$ cat config.mk
export PLATFORM = sky130hd
export DESIGN_NAME = output_port_packetizer_flat
export DESIGN_NICKNAME = d
export VERILOG_FILES = /design/src/rtl/output_port_packetizer_pkg.sv /design/src/rtl/output_port_packetizer_if.sv /design/src/rtl/output_port_packetizer_out_credit_counter.sv /design/src/rtl/output_port_packetizer.sv /design/src/flat_wrapper.sv
export SDC_FILE = /design/constraint.sdc
export NUM_CORES = 1
export LEC_CHECK = 0
export ABC_AREA = 0
export CAP_MARGIN = 30
export CORE_MARGIN = 3
export CORE_UTILIZATION = 49
export CTS_BUF_LIST = sky130_fd_sc_hd__clkbuf_8
export DETAILED_ROUTE_END_ITERATION = 10
export PLACE_DENSITY_LB_ADDON = 0.2
export SYNTH_ARGS = -nofsm -noshare
export SYNTH_HDL_FRONTEND = slang
export SYNTH_SLANG_ARGS = --single-unit
$ cat constraint.sdc
create_clock -name clk -period 3.6 [get_ports clk]
set_clock_uncertainty 0.1 [all_clocks]
set_input_delay 0.72 -clock clk [delete_from_list [all_inputs] [get_ports clk]]
set_output_delay 0.72 -clock clk [all_outputs]
set_load 0.01 [all_outputs]
$ cat src/rtl/output_port_packetizer_pkg.sv
// Shared widths, packet layout and FSM encodings for the output-port packetizer.
// The optional OUT_PORT_STATS_EN build macro is consumed by the top module.
package output_port_packetizer_pkg;

    localparam int unsigned PACKET_BITS           = 97;
    localparam int unsigned NUM_LEAF_BITS         = 6;
    localparam int unsigned NUM_PORT_BITS         = 4;
    localparam int unsigned NUM_ADDR_BITS         = 7;
    localparam int unsigned PAYLOAD_BITS          = 64;
    localparam int unsigned DATA_USER_OUT         = 256;
    localparam int unsigned NUM_BRAM_ADDR_BITS    = 7;
    localparam int unsigned FREESPACE_UPDATE_SIZE = 64;

    localparam int unsigned BEATS       = DATA_USER_OUT / PAYLOAD_BITS;
    localparam int unsigned BEAT_BITS   = (BEATS > 1) ? $clog2(BEATS) : 1;
    localparam int unsigned CTRL_BITS   = NUM_LEAF_BITS + NUM_PORT_BITS;
    localparam int unsigned CREDIT_BITS = NUM_BRAM_ADDR_BITS + 1;
    localparam int unsigned CREDIT_MAX  = 2 ** NUM_BRAM_ADDR_BITS;
    localparam int unsigned PAD_BITS    = PACKET_BITS - 1 - CTRL_BITS - NUM_ADDR_BITS - PAYLOAD_BITS;

    localparam logic [0:0] ST_IDLE = 1'b0;
    localparam logic [0:0] ST_SEND = 1'b1;

    typedef struct packed {
        logic                     valid;
        logic [NUM_LEAF_BITS-1:0] dst_leaf;
        logic [NUM_PORT_BITS-1:0] dst_port;
        logic [NUM_ADDR_BITS-1:0] addr;
        logic [PAD_BITS-1:0]      pad;
        logic [PAYLOAD_BITS-1:0]  payload;
    } packet_t;

    function automatic packet_t make_packet(input logic [CTRL_BITS-1:0]     ctrl,
                                            input logic [NUM_ADDR_BITS-1:0] addr,
                                            input logic [PAYLOAD_BITS-1:0]  payload);
        packet_t p;
        p.valid    = 1'b1;
        p.dst_leaf = ctrl[CTRL_BITS-1:NUM_PORT_BITS];
        p.dst_port = ctrl[NUM_PORT_BITS-1:0];
        p.addr     = addr;
        p.pad      = '0;
        p.payload  = payload;
        return p;
    endfunction

endpackage

$ cat src/rtl/output_port_packetizer_if.sv
// User-word handshake and BFT stream bundle; master is the packetizer side.
interface output_port_packetizer_if;
    import output_port_packetizer_pkg::*;

    logic [DATA_USER_OUT-1:0] din_user;
    logic                     vld_user2b_out;
    logic                     ack_b_out2user;
    logic [PACKET_BITS-1:0]   stream_out;
    logic                     stream_out_vld;
    logic                     stream_out_rdy;

    modport master (
        input  din_user, vld_user2b_out, stream_out_rdy,
        output ack_b_out2user, stream_out, stream_out_vld
    );

    modport slave (
        output din_user, vld_user2b_out, stream_out_rdy,
        input  ack_b_out2user, stream_out, stream_out_vld
    );
endinterface

$ cat src/rtl/output_port_packetizer_out_credit_counter.sv
// Credits toward the remote input FIFO: decrement per sent packet, add per
// freespace update, clamp at full depth with a sticky overflow flag.
module out_credit_counter
    import output_port_packetizer_pkg::*;
(
    input  logic                   clk,
    input  logic                   rst_n,
    input  logic                   dec_i,
    input  logic                   inc_i,
    output logic [CREDIT_BITS-1:0] credit_o,
    output logic [CREDIT_BITS-1:0] credit_nxt_c,
    output logic                   overflow_o
);
    localparam int unsigned SUM_BITS = CREDIT_BITS + 1;

    logic [CREDIT_BITS-1:0] credit_q, credit_d;
    logic                   overflow_q, overflow_d;
    logic [SUM_BITS-1:0]    sum_c;

    // One extra bit of headroom so an update on a full counter is detectable
    always_comb begin
        credit_d   = credit_q;
        overflow_d = overflow_q;
        sum_c      = SUM_BITS'(credit_q);
        if (inc_i)
            sum_c = sum_c + SUM_BITS'(FREESPACE_UPDATE_SIZE);
        if (dec_i && (credit_q != '0))
            sum_c = sum_c - SUM_BITS'(1);
        if (sum_c > SUM_BITS'(CREDIT_MAX)) begin
            credit_d   = CREDIT_BITS'(CREDIT_MAX);
            overflow_d = 1'b1;
        end else begin
            credit_d = sum_c[CREDIT_BITS-1:0];
        end
    end

    always_ff @(posedge clk or negedge rst_n) begin
        if (!rst_n) begin
            credit_q   <= CREDIT_BITS'(CREDIT_MAX);
            overflow_q <= 1'b0;
        end else begin
            credit_q   <= credit_d;
            overflow_q <= overflow_d;
        end
    end

    assign credit_o     = credit_q;
    assign credit_nxt_c = credit_d;
    assign overflow_o   = overflow_q;
endmodule

$ cat src/rtl/output_port_packetizer.sv
// Serializes one held user word into BEATS credit-gated packets on the BFT stream.
// Build macro OUT_PORT_STATS_EN enables the sent/stall statistics counters.
module output_port_packetizer
    import output_port_packetizer_pkg::*;
(
    input  logic                     clk,
    input  logic                     reset,
    output_port_packetizer_if.master port_if,
    input  logic [CTRL_BITS-1:0]     out_control_reg,
    input  logic                     freespace_update,
    output logic                     credit_overflow,
    output logic [PAYLOAD_BITS-1:0]  sent_cnt,
    output logic [PAYLOAD_BITS-1:0]  stall_cnt
);
    logic [0:0]               state_q, state_d;
    logic [DATA_USER_OUT-1:0] word_q, word_d;
    logic [CTRL_BITS-1:0]     ctrl_q, ctrl_d;
    logic [BEAT_BITS-1:0]     beat_q, beat_d;
    logic [NUM_ADDR_BITS-1:0] addr_q, addr_d;
    logic                     ack_q, ack_d;
    logic                     vld_q, vld_d;
    packet_t                  pkt_q, pkt_d;
    logic                     handshake_c;
    logic [CREDIT_BITS-1:0]   credit_cnt;
    logic [CREDIT_BITS-1:0]   credit_nxt_c;

    assign handshake_c = vld_q & port_if.stream_out_rdy;

    out_credit_counter u_credit (
        .clk          (clk),
        .rst_n        (reset),
        .dec_i        (handshake_c),
        .inc_i        (freespace_update),
        .credit_o     (credit_cnt),
        .credit_nxt_c (credit_nxt_c),
        .overflow_o   (credit_overflow)
    );

    // vld is raised only when next-cycle credit is nonzero, so it never needs to drop
    always_comb begin
        state_d = state_q;
        word_d  = word_q;
        ctrl_d  = ctrl_q;
        beat_d  = beat_q;
        addr_d  = addr_q;
        ack_d   = 1'b0;
        vld_d   = vld_q;
        case (state_q)
            ST_IDLE: begin
                vld_d = 1'b0;
                if (port_if.vld_user2b_out) begin
                    word_d  = port_if.din_user;
                    ctrl_d  = out_control_reg;
                    beat_d  = '0;
                    ack_d   = 1'b1;
                    state_d = ST_SEND;
                end
            end
            ST_SEND: begin
                if (handshake_c) begin
                    beat_d = beat_q + BEAT_BITS'(1);
                    addr_d = addr_q + NUM_ADDR_BITS'(1);
                    if (beat_q == BEAT_BITS'(BEATS - 1)) begin
                        state_d = ST_IDLE;
                        vld_d   = 1'b0;
                    end else begin
                        vld_d = (credit_nxt_c != '0);
                    end
                end else if (!vld_q) begin
                    vld_d = (credit_nxt_c != '0);
                end
            end
            default: state_d = ST_IDLE;
        endcase
        pkt_d = vld_d ? make_packet(ctrl_d, addr_d, word_d[PAYLOAD_BITS*beat_d +: PAYLOAD_BITS])
                      : '0;
    end

    always_ff @(posedge clk or negedge reset) begin
        if (!reset) begin
            state_q <= ST_IDLE;
            word_q  <= '0;
            ctrl_q  <= '0;
            beat_q  <= '0;
            addr_q  <= '0;
            ack_q   <= 1'b0;
            vld_q   <= 1'b0;
            pkt_q   <= '0;
        end else begin
            state_q <= state_d;
            word_q  <= word_d;
            ctrl_q  <= ctrl_d;
            beat_q  <= beat_d;
            addr_q  <= addr_d;
            ack_q   <= ack_d;
            vld_q   <= vld_d;
            pkt_q   <= pkt_d;
        end
    end

    assign port_if.ack_b_out2user = ack_q;
    assign port_if.stream_out_vld = vld_q;
    assign port_if.stream_out     = pkt_q;

`ifdef OUT_PORT_STATS_EN
    logic [PAYLOAD_BITS-1:0] sent_q, stall_q;

    always_ff @(posedge clk or negedge reset) begin
        if (!reset) begin
            sent_q  <= '0;
            stall_q <= '0;
        end else begin
            if (handshake_c)
                sent_q <= sent_q + PAYLOAD_BITS'(1);
            if ((state_q == ST_SEND) && (credit_cnt == '0))
                stall_q <= stall_q + PAYLOAD_BITS'(1);
        end
    end

    assign sent_cnt  = sent_q;
    assign stall_cnt = stall_q;
`else
    logic unused_credit;
    assign unused_credit = ^credit_cnt;
    assign sent_cnt      = '0;
    assign stall_cnt     = '0;
`endif
endmodule

$ cat src/flat_wrapper.sv
// flat-port wrapper written by rule: the top's interface ports become plain ports
module output_port_packetizer_flat import output_port_packetizer_pkg::*;
  (clk, reset, out_control_reg, freespace_update, credit_overflow, sent_cnt, stall_cnt, port_if_din_user, port_if_vld_user2b_out, port_if_stream_out_rdy, port_if_ack_b_out2user, port_if_stream_out, port_if_stream_out_vld);
  output_port_packetizer_if port_if_i ();
  input  logic clk;
  input  logic reset;
  input  logic [CTRL_BITS-1:0] out_control_reg;
  input  logic freespace_update;
  output logic credit_overflow;
  output logic [PAYLOAD_BITS-1:0] sent_cnt;
  output logic [PAYLOAD_BITS-1:0] stall_cnt;
  input wire logic [$bits(port_if_i.din_user)-1:0] port_if_din_user;
  input wire logic [$bits(port_if_i.vld_user2b_out)-1:0] port_if_vld_user2b_out;
  input wire logic [$bits(port_if_i.stream_out_rdy)-1:0] port_if_stream_out_rdy;
  output wire logic [$bits(port_if_i.ack_b_out2user)-1:0] port_if_ack_b_out2user;
  output wire logic [$bits(port_if_i.stream_out)-1:0] port_if_stream_out;
  output wire logic [$bits(port_if_i.stream_out_vld)-1:0] port_if_stream_out_vld;
  assign port_if_i.din_user = port_if_din_user;
  assign port_if_i.vld_user2b_out = port_if_vld_user2b_out;
  assign port_if_i.stream_out_rdy = port_if_stream_out_rdy;
  assign port_if_ack_b_out2user = port_if_i.ack_b_out2user;
  assign port_if_stream_out = port_if_i.stream_out;
  assign port_if_stream_out_vld = port_if_i.stream_out_vld;
  output_port_packetizer u_core (.clk(clk), .reset(reset), .port_if(port_if_i), .out_control_reg(out_control_reg), .freespace_update(freespace_update), .credit_overflow(credit_overflow), .sent_cnt(sent_cnt), .stall_cnt(stall_cnt));
endmodule
==> metrics <==
CP endpoint kind flop; Async S/R FF share, synth 100.0%; fin crit share 82.30%; DIE AREA 37170 um^2; Ys Warns 0; Placeable Area 33950 um^2; Mapped Cells 1281; Post-DP Area 20800 um^2; CP max FO 25; setup bufs post-CTS 0; RR Startpoint u_core.u_credit.credit_o[7]; Worst Setup EP u_core.port_if.stream_out[26]; worst-path cell chain inv_1 > ha_1 > a211o_1 > or3_4 > o31ai_2 > and4_4 > buf_12 > a211oi_1; Crit path max-delay family simple AND/OR/NAND/NOR gates; final setup TNS 0 ps; register area share after synthesis 53.88%; Yosys reg bits 368; Placement Setup Slack 229.8 ps; Routed Wire Length 42830 um; clock latency on the worst-skew pair 600 ps; reg2reg path depth 8; dpl hpwl 29870 um; Leak 0.009433 uW; peak supply drop 0.0005568 V; # clock sinks 368; worst path bufs/invs 2; Period minus WS final 2963 ps; Setup WS post-layout 637.2 ps; site row count 67; wire per inst 19.90 um; worst endpoint data arrival time 3300 ps; DRT antenna net count 0; Netlist cell types 50; DRC viols 0; first-pass GRT wire length 64660 um; Port Buffer Count 355; GPL Wtd Cong 0.8318; PwrDens 922.3 nW/um^2; final hold vios 0; Worst path depth 8; 1st-pass router iterations 4; Hold Path Depth 1; die height 192.8 um; final instance area 22110 um^2; overall die width 192.8 um; Max-cap violations 0; Final nets 1926; I/O pins 499; final setup violation count 0; Final Max Tran Viols 0; GRT Overall Usage 22.43%; via count 10.80k; Slew HR 61.04%; setup slack, reg-to-reg 640 ps; fraction of layout cells with a size suffix above 1 27.44%; Worst-Margin Slew 584.5 ps; largest net degree at the start of global routing 75; unrepaired setup endpoints after global routing false; H-tree depth reported by CTS 2; initial antenna violation count 7; main flop type after synthesis dfrtp_1; CTS tree built; vias in the first global route 11.74k; FMAX 337.5 MHz; root buffer cell clkbuf_8; DRT iter0 DRCs 348; EDFF count, synth 0; initial core utilization 50.35%; CP startpoint u_core.u_credit.credit_o[7]; Slowest cell on crit path dfstp_2; Area Growth Syn to Fin 29.31%; post-synth design cell area 17100 um^2; total gr overflow 0; CP Class reg2reg; Reg-to-Reg End u_core.port_if.stream_out[26]; Worst-path clk slew 60 ps; syn avg cell area 13.35 um^2; Crit path largest cell delay 550 ps; status finished clean; vias per inst 5.020; Startpoint Class flop; worst hold path type reg2reg; CTS Buf Count 59; CTS Buffer Depth 3; required time of the critical path 3930 ps
## report_power, final
group	switching [uW]	internal (uW)
logic	4570	5200
registers	668	6220
clock network	1640	2090
total	6880	13500
## per-stage QoR
step                total power (uW)  std cells  util [%]  hold WS, ps
finish                         20390       2152     65.11        363.6
global route                   21760       2150     65.09        385.3
CTS                            20610       2146     65.06        365.7
detailed placement             16790       2035     61.26        346.2
global placement               16490       2035     61.26        346.6
floorplan                      13700       1423         -        324.4
## synthesized netlist by cell type, types with 4 or more instances
cell / instances / area share [%]
nand3_1: 6 / 0.18
inv_1: 5 / 0.11
buf_2: 48 / 1.4
mux2_2: 321 / 21
nand4_1: 4 / 0.15
buf_4: 156 / 6.9
nand2_1: 61 / 1.3
xnor2_1: 11 / 0.56
a211oi_1: 64 / 2.8
a21oi_1: 22 / 0.64
ha_1: 6 / 0.44
nor2_1: 9 / 0.20
and2_1: 4 / 0.15
dfrtp_1: 367 / 54
mux2i_1: 130 / 7.6
clkbuf_1: 19 / 0.42
## state kept, by name, summed over array words and instances, names as in the netlist
| signal | flops |
|---|---|
| u_core.word_q | 256 |
| u_core.beat_q | 2 |
| u_core.state_q | 1 |
| u_core.u_credit.credit_o | 8 |
| u_core.u_credit.overflow_o | 1 |
| u_core.port_if.stream_out | 82 |
| u_core.addr_q | 7 |
| u_core.port_if.ack_b_out2user | 1 |
| u_core.ctrl_q | 10 |
## area by class of cell
class | instances | area, um^2
well taps | 448 | 560.5
clock buffers | 82 | 1129
clock inverters | 28 | 151.4
flip-flops and latches | 368 | 9210
fillers | 2652 | 11850
multi-input cells | 821 | 6900
inverters | 6 | 30.03
repair buffers | 393 | 4109
diodes | 6 | 15.01
## worst min path at each step
stage	startpoint	end	slack (ps)
finish	u_core.u_credit.overflow_o	u_core.u_credit.overflow_o	360
floorplan	reset	u_core.addr_q[0]	320
CTS	u_core.u_credit.overflow_o	u_core.u_credit.overflow_o	370
detailed placement	u_core.u_credit.overflow_o	u_core.u_credit.overflow_o	350
global route	u_core.u_credit.overflow_o	u_core.u_credit.overflow_o	390
global placement	u_core.u_credit.overflow_o	u_core.u_credit.overflow_o	350
## layout by cell type (no fill, tap or decap), types with 4 or more instances in the layout
master           count
dfrtp_1            367
clkdlybuf4s50_1    354
mux2_2             321
conb_1             143
mux2i_1            130
clkbuf_8            82
a211oi_1            64
nand2_1             60
a21oi_1             22
inv_1               21
buf_12              21
buf_4               16
xnor2_1             11
nor2_1               9
clkinv_2             9
diode_2              6
nand3_1              6
ha_1                 6
and2_1               4
nand4_1              4
## logic make-up after synthesis
| group | synth area share, % |
|---|---|
| xor gates and xnor gates | 0.5636 |
| AOI/OAI and AO/OA | 4.187 |
| DFF | 53.88 |
| other | 0.02194 |
| buffers and inverters | 9.010 |
| and+or+nand+nor | 3.147 |
| adders and majority gates | 0.4391 |
| muxes | 28.76 |
## routing by layer
layer,up-vias,share of wire (%),track usage (%)
met1,5350,40,28.03
met2,398,49,37.11
met5,-,0.084,0
met4,6,2.6,8.041
met3,77,8.4,6.703
li1,4972,-,-
## repair_timing
item	CTS	global route
endpoints found under the setup margin	0	0
gates resized for setup	0	0
hold endpoints to repair	55	0
hold buffers	1	0
No activity file was read; power rests on OpenSTA's default activity.
